File: src/rtl/dac_cfg.sv
// dac_cfg: SPI configuration master for an AD9957-style DAC serial port.
// Arbitrates auto read-back, time-frame profile reloads, register writes and
// register reads onto one 4-wire link, then issues IO_UPDATE after writes.
// Optional build macro: DAC_DEBUG_EN exposes internal state on debug_signal.
module dac_cfg #(
    parameter int unsigned SCLK_DIV     = 2,
    parameter logic [7:0]  TF_BASE_ADDR = 8'h0E,
    parameter int unsigned IOUP_WIDTH   = 4
) (
    input  logic        cfg_spi_clk,
    input  logic        cfg_rst_in,
    input  logic        dac_sync_clk,
    input  logic        mif_dac_spi_red,
    input  logic        time_frame_stat,
    input  logic [31:0] time_frame_data,
    output logic [2:0]  dac_profile_sel,
    input  logic        spi_rd_stat,
    input  logic        spi_rd_en,
    input  logic        dac_spi_start,
    output logic        dac_spi_clk,
    output logic        dac_spi_cs,
    output logic        dac_spi_sdi,
    input  logic        dac_spi_sdo,
    output logic        dac_io_updte,
    input  logic        spi_single_en,
    input  logic        dac_cfg_valid,
    input  logic [7:0]  dac_cfg_addr,
    input  logic [31:0] dac_cfg_data,
    output logic [31:0] dac_rd_parameter,
    output logic        dac_rd_valid,
    output logic        dac_spi_end,
    input  logic [31:0] mif_dac_ioup_time,
    input  logic        dac_stat,
    output logic [63:0] debug_signal
);

    localparam int unsigned     DivW     = (SCLK_DIV > 1) ? $clog2(SCLK_DIV) : 1;
    localparam logic [DivW-1:0] DivLast  = DivW'(SCLK_DIV - 1);
    localparam logic [31:0]     IoupLast = 32'(IOUP_WIDTH - 1);

    typedef enum logic [2:0] {
        StIdle     = 3'd0,
        StLoad     = 3'd1,
        StShift    = 3'd2,
        StEnd      = 3'd3,
        StIoupWait = 3'd4,
        StIoup     = 3'd5
    } state_e;

    state_e            state_q, state_d;
    logic              cs_q, cs_d, sclk_q, sclk_d, sdi_q, sdi_d, io_q, io_d;
    logic [2:0]        prof_q, prof_d;
    logic [31:0]       rd_param_q, rd_param_d;
    logic              rd_valid_q, rd_valid_d, spi_end_q, spi_end_d;
    logic [39:0]       shreg_q, shreg_d;
    logic [31:0]       rx_q, rx_d;
    logic [5:0]        bit_cnt_q, bit_cnt_d;
    logic [DivW-1:0]   div_cnt_q, div_cnt_d;
    logic [31:0]       wcnt_q, wcnt_d;
    logic [7:0]        cur_addr_q, cur_addr_d;
    logic [31:0]       cur_data_q, cur_data_d;
    logic              cur_rd_q, cur_rd_d, cur_tf_q, cur_tf_d;
    logic [2:0]        cur_prof_q, cur_prof_d;
    logic              tf_pend_q, tf_pend_d;
    logic [31:0]       tf_data_q, tf_data_d;
    logic [2:0]        tf_prof_q, tf_prof_d;
    logic              wr_pend_q, wr_pend_d;
    logic [7:0]        wr_addr_q, wr_addr_d;
    logic [31:0]       wr_data_q, wr_data_d;
    logic              stg_vld_q, stg_vld_d;
    logic [7:0]        stg_addr_q, stg_addr_d;
    logic [31:0]       stg_data_q, stg_data_d;
    logic              rd_pend_q, rd_pend_d;
    logic [7:0]        rd_addr_q, rd_addr_d;
    logic              rb_pend_q, rb_pend_d;
    logic [7:0]        rb_addr_q, rb_addr_d;

    // Launch selection (combinational helpers)
    logic              go, n_rd, n_tf;
    logic [7:0]        n_addr;
    logic [31:0]       n_data;
    logic [39:0]       frame;

    // State register with synchronous reset; reset aborts any transfer with CS high
    always_ff @(posedge cfg_spi_clk) begin
        if (cfg_rst_in) begin
            state_q    <= StIdle;
            cs_q       <= 1'b1;
            sclk_q     <= 1'b0;
            sdi_q      <= 1'b0;
            io_q       <= 1'b0;
            prof_q     <= 3'd0;
            rd_param_q <= 32'd0;
            rd_valid_q <= 1'b0;
            spi_end_q  <= 1'b0;
            shreg_q    <= 40'd0;
            rx_q       <= 32'd0;
            bit_cnt_q  <= 6'd0;
            div_cnt_q  <= '0;
            wcnt_q     <= 32'd0;
            cur_addr_q <= 8'd0;
            cur_data_q <= 32'd0;
            cur_rd_q   <= 1'b0;
            cur_tf_q   <= 1'b0;
            cur_prof_q <= 3'd0;
            tf_pend_q  <= 1'b0;
            tf_data_q  <= 32'd0;
            tf_prof_q  <= 3'd0;
            wr_pend_q  <= 1'b0;
            wr_addr_q  <= 8'd0;
            wr_data_q  <= 32'd0;
            stg_vld_q  <= 1'b0;
            stg_addr_q <= 8'd0;
            stg_data_q <= 32'd0;
            rd_pend_q  <= 1'b0;
            rd_addr_q  <= 8'd0;
            rb_pend_q  <= 1'b0;
            rb_addr_q  <= 8'd0;
        end else begin
            state_q    <= state_d;
            cs_q       <= cs_d;
            sclk_q     <= sclk_d;
            sdi_q      <= sdi_d;
            io_q       <= io_d;
            prof_q     <= prof_d;
            rd_param_q <= rd_param_d;
            rd_valid_q <= rd_valid_d;
            spi_end_q  <= spi_end_d;
            shreg_q    <= shreg_d;
            rx_q       <= rx_d;
            bit_cnt_q  <= bit_cnt_d;
            div_cnt_q  <= div_cnt_d;
            wcnt_q     <= wcnt_d;
            cur_addr_q <= cur_addr_d;
            cur_data_q <= cur_data_d;
            cur_rd_q   <= cur_rd_d;
            cur_tf_q   <= cur_tf_d;
            cur_prof_q <= cur_prof_d;
            tf_pend_q  <= tf_pend_d;
            tf_data_q  <= tf_data_d;
            tf_prof_q  <= tf_prof_d;
            wr_pend_q  <= wr_pend_d;
            wr_addr_q  <= wr_addr_d;
            wr_data_q  <= wr_data_d;
            stg_vld_q  <= stg_vld_d;
            stg_addr_q <= stg_addr_d;
            stg_data_q <= stg_data_d;
            rd_pend_q  <= rd_pend_d;
            rd_addr_q  <= rd_addr_d;
            rb_pend_q  <= rb_pend_d;
            rb_addr_q  <= rb_addr_d;
        end
    end

    // Next-state: arbitration, SPI sequencing, IO_UPDATE timing and request capture
    always_comb begin
        state_d    = state_q;
        cs_d       = cs_q;
        sclk_d     = sclk_q;
        sdi_d      = sdi_q;
        io_d       = io_q;
        prof_d     = prof_q;
        rd_param_d = rd_param_q;
        rd_valid_d = 1'b0;
        spi_end_d  = 1'b0;
        shreg_d    = shreg_q;
        rx_d       = rx_q;
        bit_cnt_d  = bit_cnt_q;
        div_cnt_d  = div_cnt_q;
        wcnt_d     = wcnt_q;
        cur_addr_d = cur_addr_q;
        cur_data_d = cur_data_q;
        cur_rd_d   = cur_rd_q;
        cur_tf_d   = cur_tf_q;
        cur_prof_d = cur_prof_q;
        tf_pend_d  = tf_pend_q;
        tf_data_d  = tf_data_q;
        tf_prof_d  = tf_prof_q;
        wr_pend_d  = wr_pend_q;
        wr_addr_d  = wr_addr_q;
        wr_data_d  = wr_data_q;
        stg_vld_d  = stg_vld_q;
        stg_addr_d = stg_addr_q;
        stg_data_d = stg_data_q;
        rd_pend_d  = rd_pend_q;
        rd_addr_d  = rd_addr_q;
        rb_pend_d  = rb_pend_q;
        rb_addr_d  = rb_addr_q;
        go         = 1'b0;
        n_rd       = 1'b0;
        n_tf       = 1'b0;
        n_addr     = 8'd0;
        n_data     = 32'd0;
        frame      = 40'd0;

        unique case (state_q)
            StIdle: begin
                // Auto read-back first, then TF > WR > RD
                if (rb_pend_q) begin
                    go = 1'b1; n_rd = 1'b1; n_addr = rb_addr_q; rb_pend_d = 1'b0;
                end else if (tf_pend_q) begin
                    go = 1'b1; n_tf = 1'b1; n_data = tf_data_q; tf_pend_d = 1'b0;
                    n_addr = TF_BASE_ADDR + {5'd0, tf_prof_q};
                end else if (wr_pend_q) begin
                    go = 1'b1; n_addr = wr_addr_q; n_data = wr_data_q; wr_pend_d = 1'b0;
                end else if (rd_pend_q) begin
                    go = 1'b1; n_rd = 1'b1; n_addr = rd_addr_q; rd_pend_d = 1'b0;
                end
                frame = {n_rd, n_addr[6:0], (n_rd ? 32'd0 : n_data)};
                if (go) begin
                    cur_addr_d = n_addr;
                    cur_data_d = n_data;
                    cur_rd_d   = n_rd;
                    cur_tf_d   = n_tf;
                    cur_prof_d = tf_prof_q;
                    shreg_d    = frame;
                    sdi_d      = frame[39];
                    cs_d       = 1'b0;
                    sclk_d     = 1'b0;
                    div_cnt_d  = '0;
                    state_d    = StLoad;
                end
            end
            StLoad: begin
                if (div_cnt_q == DivLast) begin
                    div_cnt_d = '0;
                    sclk_d    = 1'b1;
                    bit_cnt_d = 6'd0;
                    rx_d      = {rx_q[30:0], dac_spi_sdo};
                    state_d   = StShift;
                end else begin
                    div_cnt_d = div_cnt_q + DivW'(1);
                end
            end
            StShift: begin
                if (div_cnt_q == DivLast) begin
                    div_cnt_d = '0;
                    if (sclk_q) begin
                        // Falling edge: present next bit, data phase ends with SDI low
                        sclk_d  = 1'b0;
                        shreg_d = {shreg_q[38:0], 1'b0};
                        sdi_d   = (bit_cnt_q == 6'd39) ? 1'b0 : shreg_q[38];
                    end else if (bit_cnt_q == 6'd39) begin
                        state_d = StEnd;
                    end else begin
                        sclk_d    = 1'b1;
                        bit_cnt_d = bit_cnt_q + 6'd1;
                        rx_d      = {rx_q[30:0], dac_spi_sdo};
                    end
                end else begin
                    div_cnt_d = div_cnt_q + DivW'(1);
                end
            end
            StEnd: begin
                if (div_cnt_q == DivLast) begin
                    div_cnt_d = '0;
                    cs_d      = 1'b1;
                    spi_end_d = 1'b1;
                    if (cur_rd_q) begin
                        rd_param_d = rx_q;
                        rd_valid_d = 1'b1;
                        state_d    = StIdle;
                    end else begin
                        wcnt_d  = 32'd0;
                        state_d = StIoupWait;
                    end
                end else begin
                    div_cnt_d = div_cnt_q + DivW'(1);
                end
            end
            StIoupWait: begin
                if (wcnt_q >= mif_dac_ioup_time) begin
                    wcnt_d  = 32'd0;
                    io_d    = 1'b1;
                    state_d = StIoup;
                    if (cur_tf_q) begin
                        prof_d = cur_prof_q;
                    end
                end else begin
                    wcnt_d = wcnt_q + 32'd1;
                end
            end
            StIoup: begin
                if (wcnt_q == IoupLast) begin
                    io_d    = 1'b0;
                    state_d = StIdle;
                    if (mif_dac_spi_red) begin
                        rb_pend_d = 1'b1;
                        rb_addr_d = cur_addr_q;
                    end
                end else begin
                    wcnt_d = wcnt_q + 32'd1;
                end
            end
            default: state_d = StIdle;
        endcase

        // New requests win over a same-cycle grant so they are never lost
        if (time_frame_stat) begin
            tf_pend_d = 1'b1;
            tf_data_d = time_frame_data;
            tf_prof_d = prof_q + 3'd1;
        end
        if (dac_spi_start && stg_vld_q) begin
            wr_pend_d = 1'b1;
            wr_addr_d = stg_addr_q;
            wr_data_d = stg_data_q;
            stg_vld_d = 1'b0;
        end
        if (dac_cfg_valid) begin
            if (spi_single_en) begin
                wr_pend_d = 1'b1;
                wr_addr_d = dac_cfg_addr;
                wr_data_d = dac_cfg_data;
            end else begin
                stg_vld_d  = 1'b1;
                stg_addr_d = dac_cfg_addr;
                stg_data_d = dac_cfg_data;
            end
        end
        if (spi_rd_stat && spi_rd_en) begin
            rd_pend_d = 1'b1;
            rd_addr_d = dac_cfg_addr;
        end
    end

    assign dac_profile_sel  = prof_q;
    assign dac_spi_clk      = sclk_q;
    assign dac_spi_cs       = cs_q;
    assign dac_spi_sdi      = sdi_q;
    assign dac_io_updte     = io_q;
    assign dac_rd_parameter = rd_param_q;
    assign dac_rd_valid     = rd_valid_q;
    assign dac_spi_end      = spi_end_q;

    // Pins kept for compatibility and debug-only state
    logic unused_pins;
    assign unused_pins = ^{dac_sync_clk, dac_stat, cur_data_q, cur_addr_q[7]};

`ifdef DAC_DEBUG_EN
    assign debug_signal = {cur_data_q, cur_addr_q, 2'b00, bit_cnt_q, 5'b00000, prof_q,
                           dac_stat, dac_spi_sdo, sdi_q, sclk_q, cs_q, state_q};
`else
    assign debug_signal = 64'd0;
`endif

endmodule

File: config.mk
export PLATFORM = sky130hd
export DESIGN_NAME = dac_cfg
export DESIGN_NICKNAME = d
export VERILOG_FILES = /design/src/rtl/dac_cfg.sv
export SDC_FILE = /design/constraint.sdc
export NUM_CORES = 1
export LEC_CHECK = 0
export ABC_AREA = 1
export CAP_MARGIN = 20
export CORE_AREA = 2 2 175 160
export DETAILED_ROUTE_END_ITERATION = 10
export DIE_AREA = 0 0 177 162
export PLACE_DENSITY_LB_ADDON = 0.2
export SYNTH_ARGS = -nofsm -noshare
export SYNTH_HDL_FRONTEND = slang
export SYNTH_SLANG_ARGS = --single-unit
File: constraint.sdc
create_clock -name cfg_spi_clk -period 2.5 [get_ports cfg_spi_clk]
set_clock_uncertainty 0.05 [all_clocks]
set_input_delay 0.625 -clock cfg_spi_clk [delete_from_list [all_inputs] [get_ports cfg_spi_clk]]
set_output_delay 0.625 -clock cfg_spi_clk [all_outputs]
set_load 0.02 [all_outputs]
==> out/qor.yml <==
clock_tree:
  cts-hold-fix-buffers: 0
  clkSlewWorstSetupHoldPaths_ns: 0.06
  clockBufferDepth: 3
  cts_setup_buffers: 0
  ctsResizeCount: 0
  cts_tree: "yes"
  cts_sinks: 298
  cts_buffers: 30
  h-tree-depth: 1
  ctsRootBufferMaster: "clkbuf_16"
  clkLatencyLatePin_ns: 0.59
timing:
  fmax_mhz: 430
  tightest_slew_ns: 0.658
  finalCriticalPeriod_ns: 2.32
  worst_slack_ns: 0.176
  drv_slew: 0
  final_hold_viol_count: 0
  slew_headroom: 0.561
  finalSetupViolations: 0
  hold_ws_ns: 0.403
  rsz0062_at_grt: "no"
  fin_crit_sh: 0.930
routing:
  via_per_inst: 5.29
  finalWirelength_mm: 35.5
  wire_per_inst_um: 14.4
  first_pass_iters: 6
  vias: 13100
  route.detailed.drc: 0
  ant_nets: 0
  drtIter0Drc: 1011
worst_setup_path:
  crit_slowest_cell: "clkdlybuf4s50_1"
  r2r-end: "wcnt_q[28]$_SDFFE_PP0P_"
  r2r_cells: 12
  start_kind: "primary input"
  critPathMaxFanout: 7
  max_stage_delay_ns: 0.46
  critPathCaptureType: "flop"
  r2r_start: "wcnt_q[1]$_SDFFE_PP0P_"
  crit_required_ns: 2.88
  worstSetupPathType: "in2reg"
  worstPathArrival_ns: 2.70
  reg2reg_slack_ns: 0.25
  cp_cell_sequence: "clkdlybuf4s50_1 -> inv_1 -> ha_1 -> nand2_1 -> nor2_1 -> nand2_1 -> nor2_1 -> nor2_1 -> nand2_1 -> nand2_2 -> nand3_2 -> nand3_2 -> nand2_1 -> nor2_1"
yosys:
  synth_ff_type: "dfxtp_1"
  seq_area_frac_synth: 0.419
  postSynthAreaPerCell_um2: 7.19
  synthesis.area_um2: 14200
  synth_edf_count: 0
  async_reset_ff_frac: 0
  synth.area.top_cells: "dfxtp_1 42%, nor2_1 10%, o21ai_0 7.9%"
  ys_ff_latch: 298
  synthCells: 1979
  synth_top_cell_by_area: "dfxtp_1"
  synth.distinct_cells: 47
  yosysWarningCount: 0
  netlist.area_leader.share: 0.419
floorplanning:
  dieArea_um2: 28700
  io_pins: 221
  core_area_um2: 26700
  die_w_um: 177
  initial_core_util: 0.532
  num_rows: 57
  dieHeight_um: 162
place:
  dp_hpwl_mm: 23.8
  dpl.cell_count: 2416
  globalplace.congestion: 0.920
  dp_slack_ns: -0.353
  port_buffers: 153
global_route:
  antenna_found_initial: 0
  grt_max_degree: 49
  overflow: 0
  grt_pass1_wl_mm: 58.3
  grt_pass1_vias: 12000
  track_usage: 0.242
power:
  leakage_nw: 7.80
  power.total_mw: 14.0
  ir_drop_mv: 0.687
  powerDensity_nw_per_um2: 829
cells_and_area:
  antennaDiodeCount: 0
  area_growth_pct: 19.0
  final_common_cell: "nor2_1"
  finalCoreUtilization: 0.634
  final_cell_mix: "393 x nor2_1, 298 x dfxtp_1, 232 x nand2_1"
  final_layout_size_suffix_gt1_frac: 0.0670
  stdcell_count: 2472
  nets: 2246
min_path:
  hold_class: "reg2reg"
  hold_path_depth: 2
  hp-start: "rb_addr_q[0]$_SDFFE_PP0P_"
  whs_endpoint: "rb_addr_q[0]$_SDFFE_PP0P_"
flow_run:
  max_cap_viol_count: 0
outcome:
  status: "finished clean"
power by group:
part | total (mW) | leakage [nW] | switching, mW | internal (mW)
registers | 6.04 | 2.44 | 0.476 | 5.57
clock network | 4.79 | 0.511 | 1.98 | 2.81
logic | 3.21 | 4.84 | 2.05 | 1.16
sequential cells by signal (all words and copies together), names as in the netlist, 32 cells and up:
signal and count:
wcnt_q 32, stg_data_q 32, shreg_q 39, dac_rd_parameter 32
rx_q 32, wr_data_q 32, tf_data_q 32
routing by layer:
metal  share of wire  vias to the layer above  GRT usage
met1            0.46                     6040      0.331
met2            0.47                      400      0.411
met5               0                        -          0
li1                -                     6577          -
met3           0.058                       49     0.0276
met4           0.016                        0     0.0533
layout make-up:
| cell class | instances | area [um2] |
|---|---|---|
| clock buffers | 36 | 793 |
| clock inverters | 20 | 272 |
| fillers | 2404 | 9800 |
| inverters | 218 | 831 |
| multi-input cells | 1351 | 6730 |
| flip-flops and latches | 298 | 5970 |
| well taps | 354 | 443 |
| repair buffers | 195 | 1910 |
cells in the mapped netlist, drive strengths merged, types with 4 or more instances:
cell / number
nor2: 407
dfxtp: 298
nand2: 239
o21ai: 238
inv: 216
nand3: 123
buf: 95
a21oi: 90
clkbuf: 80
ha: 36
o211ai: 35
a221oi: 32
nand4: 28
a22o: 27
nor3: 5
nor3b: 4
o21bai: 4
xor2: 4
logic make-up after synthesis:
kind of cell | after synthesis | synth area share
and+or+nand+nor | 809 | 0.241
AOI/OAI and AO/OA | 435 | 0.178
buffers and inverters | 393 | 0.125
DFF | 298 | 0.419
adders and majority gates | 36 | 0.0316
xor gates and xnor gates | 7 | 0.00431
other | 1 | 0.000263
through the flow:
stage	setup TNS [ns]	instance area, um2
after floorplan	0	14500
after global placement	-9.15	15900
after detailed placement	-10.87	15900
after CTS	0	16900
after global routing	0	16900
final	0	16900
worst max path at each step:
stage / from / endpoint / slack (ns) / cells after the start
finish: mif_dac_ioup_time[15] / wcnt_q[23]$_SDFFE_PP0P_ / 0.18 / 14
global route: mif_dac_ioup_time[15] / wcnt_q[17]$_SDFFE_PP0P_ / 0.01 / 14
CTS: dac_profile_sel[0]$_SDFFE_PP0P_ / dac_profile_sel[0] / 0.18 / 1
detailed placement: mif_dac_ioup_time[15] / wcnt_q[23]$_SDFFE_PP0P_ / -0.35 / 14
global placement: mif_dac_ioup_time[15] / wcnt_q[9]$_SDFFE_PP0P_ / -0.32 / 14
floorplan: mif_dac_ioup_time[15] / wcnt_q[10]$_SDFFE_PP0P_ / 0.33 / 13
worst max-delay path: cells and delay by family:
kind	cells	cell delay, ns
buffers and inverters	2	0.50
and+or+nand+nor	11	1.28
adders and majority gates	1	0.28
No activity file was read; power rests on OpenSTA's default activity.
